==> src/rtl/div_clk_tick_receiver.sv <==
// Receives a slow divided clock level, emits divided single-cycle ticks and flags a stalled source.
// Optional feature macro STALL_AUTO_RECOVER_EN: an edge alone may leave STALLED.
module div_clk_tick_receiver #(
  parameter int unsigned SYNC_STAGES    = 2,
  parameter int unsigned TIMEOUT_CYCLES = 120000000,
  parameter int unsigned WD_W           = 27
) (
  input  logic        clk_in,
  input  logic        rst,
  input  logic        divided_clk,
  input  logic [1:0]  edge_sel,
  input  logic [3:0]  tick_div,
  input  logic        clear_stall,
  output logic        tick,
  output logic [15:0] tick_count,
  output logic        stalled
);

  typedef enum logic [1:0] {
    ST_IDLE    = 2'd0,
    ST_RUN     = 2'd1,
    ST_STALLED = 2'd2
  } state_e;

  localparam logic [WD_W-1:0] WD_LAST = WD_W'(TIMEOUT_CYCLES - 1);
  localparam logic [WD_W-1:0] WD_ONE  = WD_W'(1);

  logic [SYNC_STAGES-1:0] sync_q;
  logic                   prev_q;
  logic                   s;
  logic                   rise;
  logic                   fall;
  logic                   any_edge;
  logic                   qual;
  logic                   timeout;

  state_e          state_q;
  state_e          state_d;
  logic [3:0]      div_cnt_q;
  logic [3:0]      div_cnt_d;
  logic [3:0]      div_base;
  logic [WD_W-1:0] wd_q;
  logic [WD_W-1:0] wd_d;
  logic [15:0]     tick_count_q;
  logic [15:0]     tick_count_d;
  logic            tick_q;
  logic            tick_d;
  logic            stalled_q;
  logic            stalled_d;
  logic            process_edge;

  always_ff @(posedge clk_in) begin
    if (!rst) begin
      sync_q <= '0;
      prev_q <= 1'b0;
    end else begin
      sync_q <= {sync_q[SYNC_STAGES-2:0], divided_clk};
      prev_q <= s;
    end
  end

  always_comb begin
    s        = sync_q[SYNC_STAGES-1];
    rise     = s & ~prev_q;
    fall     = ~s & prev_q;
    any_edge = rise | fall;
    qual     = (edge_sel[0] & rise) | (edge_sel[1] & fall);
    timeout  = ~any_edge & (wd_q == WD_LAST);
  end

  always_ff @(posedge clk_in) begin
    if (!rst) begin
      state_q <= ST_IDLE;
    end else begin
      state_q <= state_d;
    end
  end

  always_comb begin
    state_d = state_q;
    unique case (state_q)
      ST_IDLE, ST_RUN: begin
        if (any_edge) begin
          state_d = ST_RUN;
        end else if (timeout) begin
          state_d = ST_STALLED;
        end
      end
      ST_STALLED: begin
        if (clear_stall) begin
          state_d = ST_IDLE;
`ifdef STALL_AUTO_RECOVER_EN
        end else if (any_edge) begin
          state_d = ST_RUN;
`endif
        end
      end
      default: state_d = ST_IDLE;
    endcase
  end

  // IDLE and RUN share edge handling; the IDLE->RUN edge is itself a counted edge
  always_comb begin
    div_cnt_d    = div_cnt_q;
    div_base     = div_cnt_q;
    wd_d         = wd_q;
    tick_count_d = tick_count_q;
    tick_d       = 1'b0;
    process_edge = 1'b0;
    unique case (state_q)
      ST_IDLE, ST_RUN: begin
        process_edge = 1'b1;
        if (any_edge || timeout) begin
          wd_d = '0;
        end else begin
          wd_d = wd_q + WD_ONE;
        end
      end
      ST_STALLED: begin
        wd_d = '0;
        if (clear_stall) begin
          div_cnt_d = '0;
`ifdef STALL_AUTO_RECOVER_EN
        end else if (any_edge) begin
          div_cnt_d    = '0;
          div_base     = '0;
          process_edge = 1'b1;
`endif
        end
      end
      default: begin
        wd_d = '0;
      end
    endcase

    if (process_edge && qual) begin
      if (div_base >= tick_div) begin
        div_cnt_d    = '0;
        tick_d       = 1'b1;
        tick_count_d = tick_count_q + 16'd1;
      end else begin
        div_cnt_d = div_base + 4'd1;
      end
    end

    stalled_d = (state_d == ST_STALLED);
  end

  always_ff @(posedge clk_in) begin
    if (!rst) begin
      div_cnt_q    <= '0;
      wd_q         <= '0;
      tick_count_q <= '0;
      tick_q       <= 1'b0;
      stalled_q    <= 1'b0;
    end else begin
      div_cnt_q    <= div_cnt_d;
      wd_q         <= wd_d;
      tick_count_q <= tick_count_d;
      tick_q       <= tick_d;
      stalled_q    <= stalled_d;
    end
  end

  assign tick       = tick_q;
  assign tick_count = tick_count_q;
  assign stalled    = stalled_q;

endmodule

==> config.mk <==
export PLATFORM = sky130hd
export DESIGN_NAME = div_clk_tick_receiver
export DESIGN_NICKNAME = d
export VERILOG_FILES = /design/src/rtl/div_clk_tick_receiver.sv
export SDC_FILE = /design/constraint.sdc
export NUM_CORES = 1
export LEC_CHECK = 0
export BUFFER_PORTS_ARGS = -buffer_cell sky130_fd_sc_hd__buf_2
export CAP_MARGIN = 30
export CORE_MARGIN = 2
export CORE_UTILIZATION = 55
export CTS_CLUSTER_SIZE = 10
export DETAILED_ROUTE_END_ITERATION = 8
export PLACE_DENSITY_LB_ADDON = 0.3
export SYNTH_ARGS = -nofsm -noshare
export SYNTH_HDL_FRONTEND = slang
export SYNTH_SLANG_ARGS = --single-unit
==> constraint.sdc <==
create_clock -name clk_in -period 2.09 [get_ports clk_in]
set_clock_uncertainty 0.05 [all_clocks]
set_input_delay 0.1045 -clock clk_in [delete_from_list [all_inputs] [get_ports clk_in]]
set_output_delay 0.1045 -clock clk_in [all_outputs]
set_load 0.005 [all_outputs]
; ---- After elaboration in Yosys (flattened, before gate mapping)
; Cells that the tools add are included.
[totals]
ff_bits = 54
word_cells = 48
output_inout_bits = 18
inputBits = 10
[classes]
n_eq_ne = 4
muxes = 10
add_sub_neg = 3
bitwise = 12
n_reduce_logical = 10
n_lt_le_gt_ge = 1
[op_table]
columns = op, n
row1 = "adder 27 x 1 -> 27 bit, second input constant", 1
row2 = "== test 27 bit, second input constant", 1
row3 = "adder 16 x 1 -> 16 bit, second input constant", 1
row4 = 2-to-1 mux 4 bit, 4
row5 = 2-to-1 mux 2 bit, 3
row6 = AND reduction 2 bit, 3
row7 = AND 1 bit, 5
row8 = inverter 1 bit, 5
row9 = "adder 4 x 1 -> 4 bit, second input constant", 1
row10 = "== test 2 bit, second input constant", 2
row11 = greater-or-equal comparator 4 bit, 1
row12 = one-hot mux 2 bit (2 select lines), 1
row13 = nonzero test 2 bit, 2
row14 = OR reduction 3 bit, 1
row15 = "== test 2 x 1 -> 1 bit, second input constant", 1
row16 = logical NOT 2 bit, 1
row17 = 2-to-1 mux 1 bit, 2
row18 = bitwise OR 1 bit, 2
row19 = OR reduction 2 bit, 1
row20 = logical AND 1 bit, 1
row21 = logical OR 1 bit, 1

; ---- Longest topological paths before layout
; Gate-level depths: netlist (run 1).
[depth]
ltp_word = 9
ltp_mapped = 8
mapped_depth_nobuf = 7

; ---- Least setup slack after synthesis (run 1)
; No wires, ideal clock.
[synth_path]
path_type = register -> register
start = register div_cnt_q[0] (netlist: div_base[0])
end = register tick_count_q[13] (netlist: tick_count[13])
setup_time_ns = 0.071
stages_incl_launch_ff = 9
n_path_buf = 1
slack_ns = 0.228
t_required_ns = 1.969
arrival_time_ns = 1.741
synth_period_minus_slack_ns = 1.862
cell_sequence = dfxtp_1 inv_1 ha_1 inv_1 a21oi_1 o211ai_1 clkbuf_1 or3_1 a21oi_1
[synth_via]
elab_chain_cells = 2
[synth_rtl]
columns = element, line
row1 = from (decl), 39  ; logic [3:0] div_cnt_q;
row2 = from (signal assigned), 157  ; div_cnt_q <= div_cnt_d;
row3 = greater-or-equal comparator 4 bit, 137  ; if (div_base >= tick_div) begin
row4 = AND reduction 2 bit (no source line), --
row5 = to (signal assigned), 159  ; tick_count_q <= tick_count_d;
row6 = to (decl), 44  ; logic [15:0] tick_count_q;
; No other way between the ends.
; A chain may end at the register's enable or synchronous reset.

; ---- Worst setup path in the final report (run 1)
[layout_path]
start = register wd_q[20]
end = register wd_q[4]
[layout_via]
elab_chain_cells = 4
[layout_rtl]
columns = element, line
row1 = from (decl), 42  ; logic [WD_W-1:0] wd_q;
row2 = from (signal assigned), 158  ; wd_q <= wd_d;
row3 = == test 27 bit, 68  ; timeout = ~any_edge & (wd_q == WD_LAST);
row4 = AND 1 bit, 68
row5 = logical OR 1 bit, 113  ; if (any_edge || timeout) begin
row6 = OR reduction 3 bit (no source line), --
; No other way between the ends.

==> run metrics, run 1 <==
startpoint types=register; Mapped Avg Cell Area=8.68 sq um; CTS H-tree depth=2; f_max=roughly 510 MHz; vias per std cell=~5.7; final design area excluding fillers=between 2000 and 3000 sq um; Synth Instances=around 290; core area=4380 sq um; CP required=around 2200 ps; area post-placement=between 2000 and 3000 sq um; Residual DRC=0; DR pass1 iterations=4; setup bufs post-CTS=0; CTS tree=done; fin nets=350; Min Clock Period, post-route=a little under 2000 ps; worst vdd rail ir drop=0.000508 V; max_cap viols=0; total power=~1.7 mW; Setup crit end kind=register; Initial Utilization=0.576; routed len/inst=13.2 microns; CP Class=reg -> reg; Sw Ratio=0.232; die width=approximately 72 microns; DRT antenna net count=0; Internal Power=about 1.3 mW; antenna violations before repair=0; Area Overhead vs Synth=14.2%; sequential power share=0.612; final worst-path cycle share=0.947; Cell variety after synth=45; Yosys reg bits=54; die height=between 70 and 80 microns; pre-CTS setup slack=24.8 ps; row cnt=24; IO Port Bufs=27; status=complete, no violations; fin cells=384; placed instance count=between 300 and 400; die footprint=approximately 5100 sq um; Antenna Cells=0; Final Max Slew Viols=0; pin count of the biggest net entering global routing=21; Final Setup Violations=0; gp weighted congestion=~0.85; gr usage total=0.209; first-pass GRT wire length=just under 9000 microns; worst-case clock buffer depth=2; num ports=28; Max FO, Critical Path=20; Final Util=0.658; Clk pwr share=0.340; EDFF count, synth=0; Mapped Nets=310; WP data arrival=~2100 ps; RSZ-0062 raised after global routing=no; Final Hold Viols=0; hold slack=between 80 and 90 ps; Comb pwr share=0.048; Mapped Area=roughly 2500 sq um; asr flop ratio synth=0; CTS Buf Count=5; Synth Warn #=0; Leak=roughly 1.1 nW; Worst Max-Slew Pin Slew=approximately 550 ps; Top FF cell, synth=dfxtp_1; max_slew headroom=0.630; clock latency on the worst-skew pair=roughly 300 ps; Vias=2175; number of global-route vias before repair=2041; CTS clk-pin slew, worst paths=100 ps; Iter 0 DRT Violations=between 150 and 200; Root Buffer=clkbuf_8; PD cells=between 500 and 600 nW/um^2; post-synthesis sequential area ratio=0.428; clock sinks=54; dpl hpwl=3720 microns; switching power=roughly 0.40 mW; fraction of layout instances using a drive strength above 1=0.163; GRT overflow=0; Min-Delay Path Class=in -> reg; final setup margin=roughly 110 ps; setup TNS=0 ps; Routed WL=5060 microns
layer usage:
metal | global-route usage | part of all wire
met2 | 0.351 | 0.47
met3 | 0.0436 | 0.039
met5 | 0 | 0
met4 | 0.0524 | 0.0053
met1 | 0.276 | 0.48
Yosys cell counts, drive strengths merged, types with 2 or more instances:
cell type | n | share of area
nor4 | 2 | 0.0074
and2 | 3 | 0.0074
nand3b | 3 | 0.0089
nand2b | 4 | 0.0099
nor2 | 39 | 0.058
inv | 12 | 0.018
clkbuf | 3 | 0.0045
or2 | 2 | 0.0050
nand2 | 22 | 0.033
xor2 | 19 | 0.066
o21bai | 2 | 0.010
o21ai | 8 | 0.016
mux2i | 4 | 0.016
nor3 | 5 | 0.0099
and3 | 6 | 0.015
nand4 | 15 | 0.037
a31o | 2 | 0.0069
o211ai | 5 | 0.015
or3 | 7 | 0.017
ha | 9 | 0.045
buf | 4 | 0.013
and4 | 4 | 0.014
xnor2 | 6 | 0.021
nand3 | 20 | 0.040
o31ai | 3 | 0.0089
dfxtp | 54 | 0.43
a31oi | 3 | 0.0074
a22oi | 2 | 0.0059
a21oi | 12 | 0.024
registers in the layout, summed over array words and instances (netlist names):
| register | count |
|---|---|
| stalled | 1 |
| tick_count | 16 |
| prev_q | 1 |
| state_q | 2 |
| wd_q | 27 |
| tick | 1 |
| div_base | 4 |
| sync_q | 2 |
final cells by class:
type / count / area [sq um]
clock inverter: 2 / 13.8
inverter: 13 / 48.8
tap: 52 / 65.1
sequential: 54 / 1080
clock buffer: 6 / 72.6
multi-input combinational: 217 / 1360
timing repair buffer: 40 / 248
fill: 379 / 1500
final timing paths:
kind | slack [ps] | start | endpoint | cells past startpoint
setup / recovery | 110 | wd_q[20] | wd_q[4] | 6
hold / removal | 90 | clear_stall | stalled | 3
setup reg to reg | 110 | wd_q[20] | wd_q[4] | 6
hold reg to reg | 400 | sync_q[0] | sync_q[1] | 1
worst max-delay path: stages (launching register included):
cell and delay (ps):
dfxtp_1 360, nor4b_1 340, nand4_1 130, or4_4 610, o21bai_4 160, buf_12 160
nor2_1 50
kinds of logic (layout without fill, tap and decap cells):
kind of cell / after synthesis / in the layout / synth area share
buffers and inverters: 20 / 61 / 0.0367
XOR/XNOR: 25 / 25 / 0.0867
AND/OR/NAND/NOR: 138 / 138 / 0.281
AO/OA/AOI/OAI: 41 / 41 / 0.107
multiplexers: 4 / 4 / 0.0159
flip-flops: 54 / 54 / 0.428
adder cells (fa/ha/maj): 9 / 9 / 0.0446
power groups by stage:
stage          registers (mW)  clock network [mW]  logic (mW)
6_report                 1.05               0.581      0.0813
5_1_grt                  1.05               0.617      0.0931
4_1_cts                  1.05               0.580      0.0822
3_5_place_dp             1.07                   0      0.0806
3_3_place_gp             1.07                   0      0.0776
2_1_floorplan            1.07                   0      0.0517
cells in the final DEF (no fill, tap or decap), drive strengths merged, types with 4 or more instances in the layout:
master and count:
mux2i 4, ha 9, o21ai 8, buf 39, nor3 5, dfxtp 54
and4 4, xor2 19, and3 6, clkbuf 6, inv 12, a21oi 12
nor2 39, nand4 15, xnor2 6, o211ai 5, nand2b 4, or3 7
nand2 22, nand3 20
what timing repair did:
item	4_1_cts	5_1_grt
hold buffers	1	0
resized for setup	1	0
endpoints found under the setup margin	1	0
endpoints found under the hold margin	1	0
Note: power is estimated with default switching activity, not from simulation.
==> run 2, diff against run 1 <==
Settings changed: CTS_BUF_LIST set to sky130_fd_sc_hd__clkbuf_8 sky130_fd_sc_hd__clkbuf_16, MAX_ROUTING_LAYER set to met4.
==> run 2 against run 1 <==
Effect of this change:
- hold slack got worse by 1.2 ps
- setup slack lost 11 ps
- non-clock buffer count is the same
- first-iteration DRC count decreased by 9.5%
- sequential cell count unchanged
- wire length increased by 0.63%
- cell area unchanged
- via count increased by 0.60%
- sequential share of layout area is the same
- clock power barely moved
- fmax down 0.57%
- critical path type unchanged
- critical endpoint unchanged
- largest power group unchanged
==> run metrics, run 2 (synthesis results as in run 1) <==
Routed WL=5100 microns (+0.63%); CTS H-tree depth=2 (unchanged); # fillers=379 (unchanged); Final Util=0.658 (unchanged); CTS tree=done; DRT antenna net count=0 (unchanged); gp weighted congestion=0.865 (+1.6%); gr usage total=0.216 (+0.00720); fraction of layout instances using a drive strength above 1=0.163 (unchanged); max_cap viols=0 (unchanged); Antenna Cells=0 (unchanged); CP required=2230 ps (about the same); Iter 0 DRT Violations=152 (-9.5%); worst vdd rail ir drop=0.000506 V (-0.43%); most frequent cells in the layout=54 x dfxtp_1, 39 x nor2_1, 27 x buf_2, 22 x nand2_1, 20 x nand3_1; clock latency on the worst-skew pair=310 ps (about the same); status=complete, no violations; pin count of the biggest net entering global routing=21 (unchanged); Final Max Slew Viols=0 (unchanged); DR pass1 iterations=4 (unchanged); die width=71.8 microns (unchanged); f_max=503 MHz (-0.57%); setup bufs post-CTS=0 (unchanged); R2R depth=6 (unchanged); commonest non-fill, non-tap cell in the layout=dfxtp_1; placed instance count=375 (unchanged); worst-case clock buffer depth=2 (unchanged); core area=4380 sq um (unchanged); vias per std cell=5.70 (+0.60%); Final Setup Violations=0 (unchanged); num ports=28 (unchanged); max reg flops=27 (unchanged); die footprint=5150 sq um (unchanged); IO Port Bufs=27 (unchanged); fin cells=384 (unchanged); row cnt=24 (unchanged); CTS clk-pin slew, worst paths=100 ps (about the same); dpl hpwl=3720 microns (unchanged); Area Overhead vs Synth=14.2% (unchanged); Leak=1.14 nW (+0.36%); CP Class=reg -> reg; Biggest register=wd_q; final worst-path cycle share=0.952 (+0.00539); die height=71.8 microns (unchanged); Vias=2188 (+0.60%); Initial Utilization=0.576 (unchanged); Residual DRC=0 (unchanged); setup TNS=0 ps (unchanged); antenna violations before repair=0 (unchanged); clock sinks=54 (unchanged); max_slew headroom=0.622 (-0.00784); Min-Delay Path Class=in -> reg; first-pass GRT wire length=8740 microns (+0.63%); routed len/inst=13.3 microns (+0.63%); WP data arrival=2130 ps (about the same); PD cells=591 nW/um^2 (-0.20%); GRT overflow=0 (unchanged); RSZ-0062 raised after global routing=no; fin nets=350 (unchanged); startpoint types=register; CTS Buf Count=5 (unchanged); Setup crit end kind=register; Worst Max-Slew Pin Slew=563 ps (+11.7 ps); Worst Hold Depth=3 (unchanged); Max FO, Critical Path=20 (unchanged); number of global-route vias before repair=2021 (-0.98%); Root Buffer=clkbuf_8; Final Hold Viols=0 (unchanged); Min Clock Period, post-route=1990 ps (+11.3 ps)
run 2: cell count changes in the layout (fill, tap and decap cells not counted), sizes merged:
cell and delta:
inv +1, clkbuf -1
run 2: final timing paths:
kind,start,to,slack (ps)
worst max register to register,wd_q[20],wd_q[4],100
worst max-delay path,wd_q[20],wd_q[4],100
worst min register to register,sync_q[0],sync_q[1],400
worst min-delay path,clear_stall,stalled,90
run 2: cell type report:
cell class	count	area [sq um]	share of cell area
clock buffers	5	68.8	0.0239
well taps	52	65.1	0.0226
repair buffers	40	248	0.0859
multi-input cells	217	1360	0.470
flip-flops and latches	54	1080	0.375
clock inverters	3	17.5	0.00607
inverters	13	48.8	0.0169
run 2: layer usage:
| metal | share of wire | GRT usage |
|---|---|---|
| met5 | 0 | - |
| met4 | 0.0045 | 0.0524 |
| met1 | 0.47 | 0.279 |
| met3 | 0.047 | 0.0436 |
| met2 | 0.48 | 0.350 |
run 2: critical path, stage by stage (launching register included):
cell and delay [ps]:
dfxtp_1 360, nor4b_1 350, nand4_1 130, or4_4 610, o21bai_4 160, buf_12 160
nor2_1 60
run 2: repair_timing:
action,in CTS,in global routing
setup endpoints to repair,1,0
hold buffers,1,0
gates resized for setup,1,0
hold endpoints to repair,1,0
run 2: through the flow:
step                instance area, sq um  hold WS (ps)  total power, mW  setup slack [ps]
global placement                    2780           268             1.15              96.1
floorplan                           2520           182             1.12               228
detailed placement                  2780           273             1.15              24.8
CTS                                 2880          84.0             1.70               102
finish                              2880          86.7             1.70               100
global route                        2880           103             1.75              21.8
run 2: where the power goes:
part	total, mW	internal [mW]	switching (mW)
logic	0.0814	0.0351	0.0462
clock network	0.578	0.233	0.345
registers	1.05	1.04	0.00701
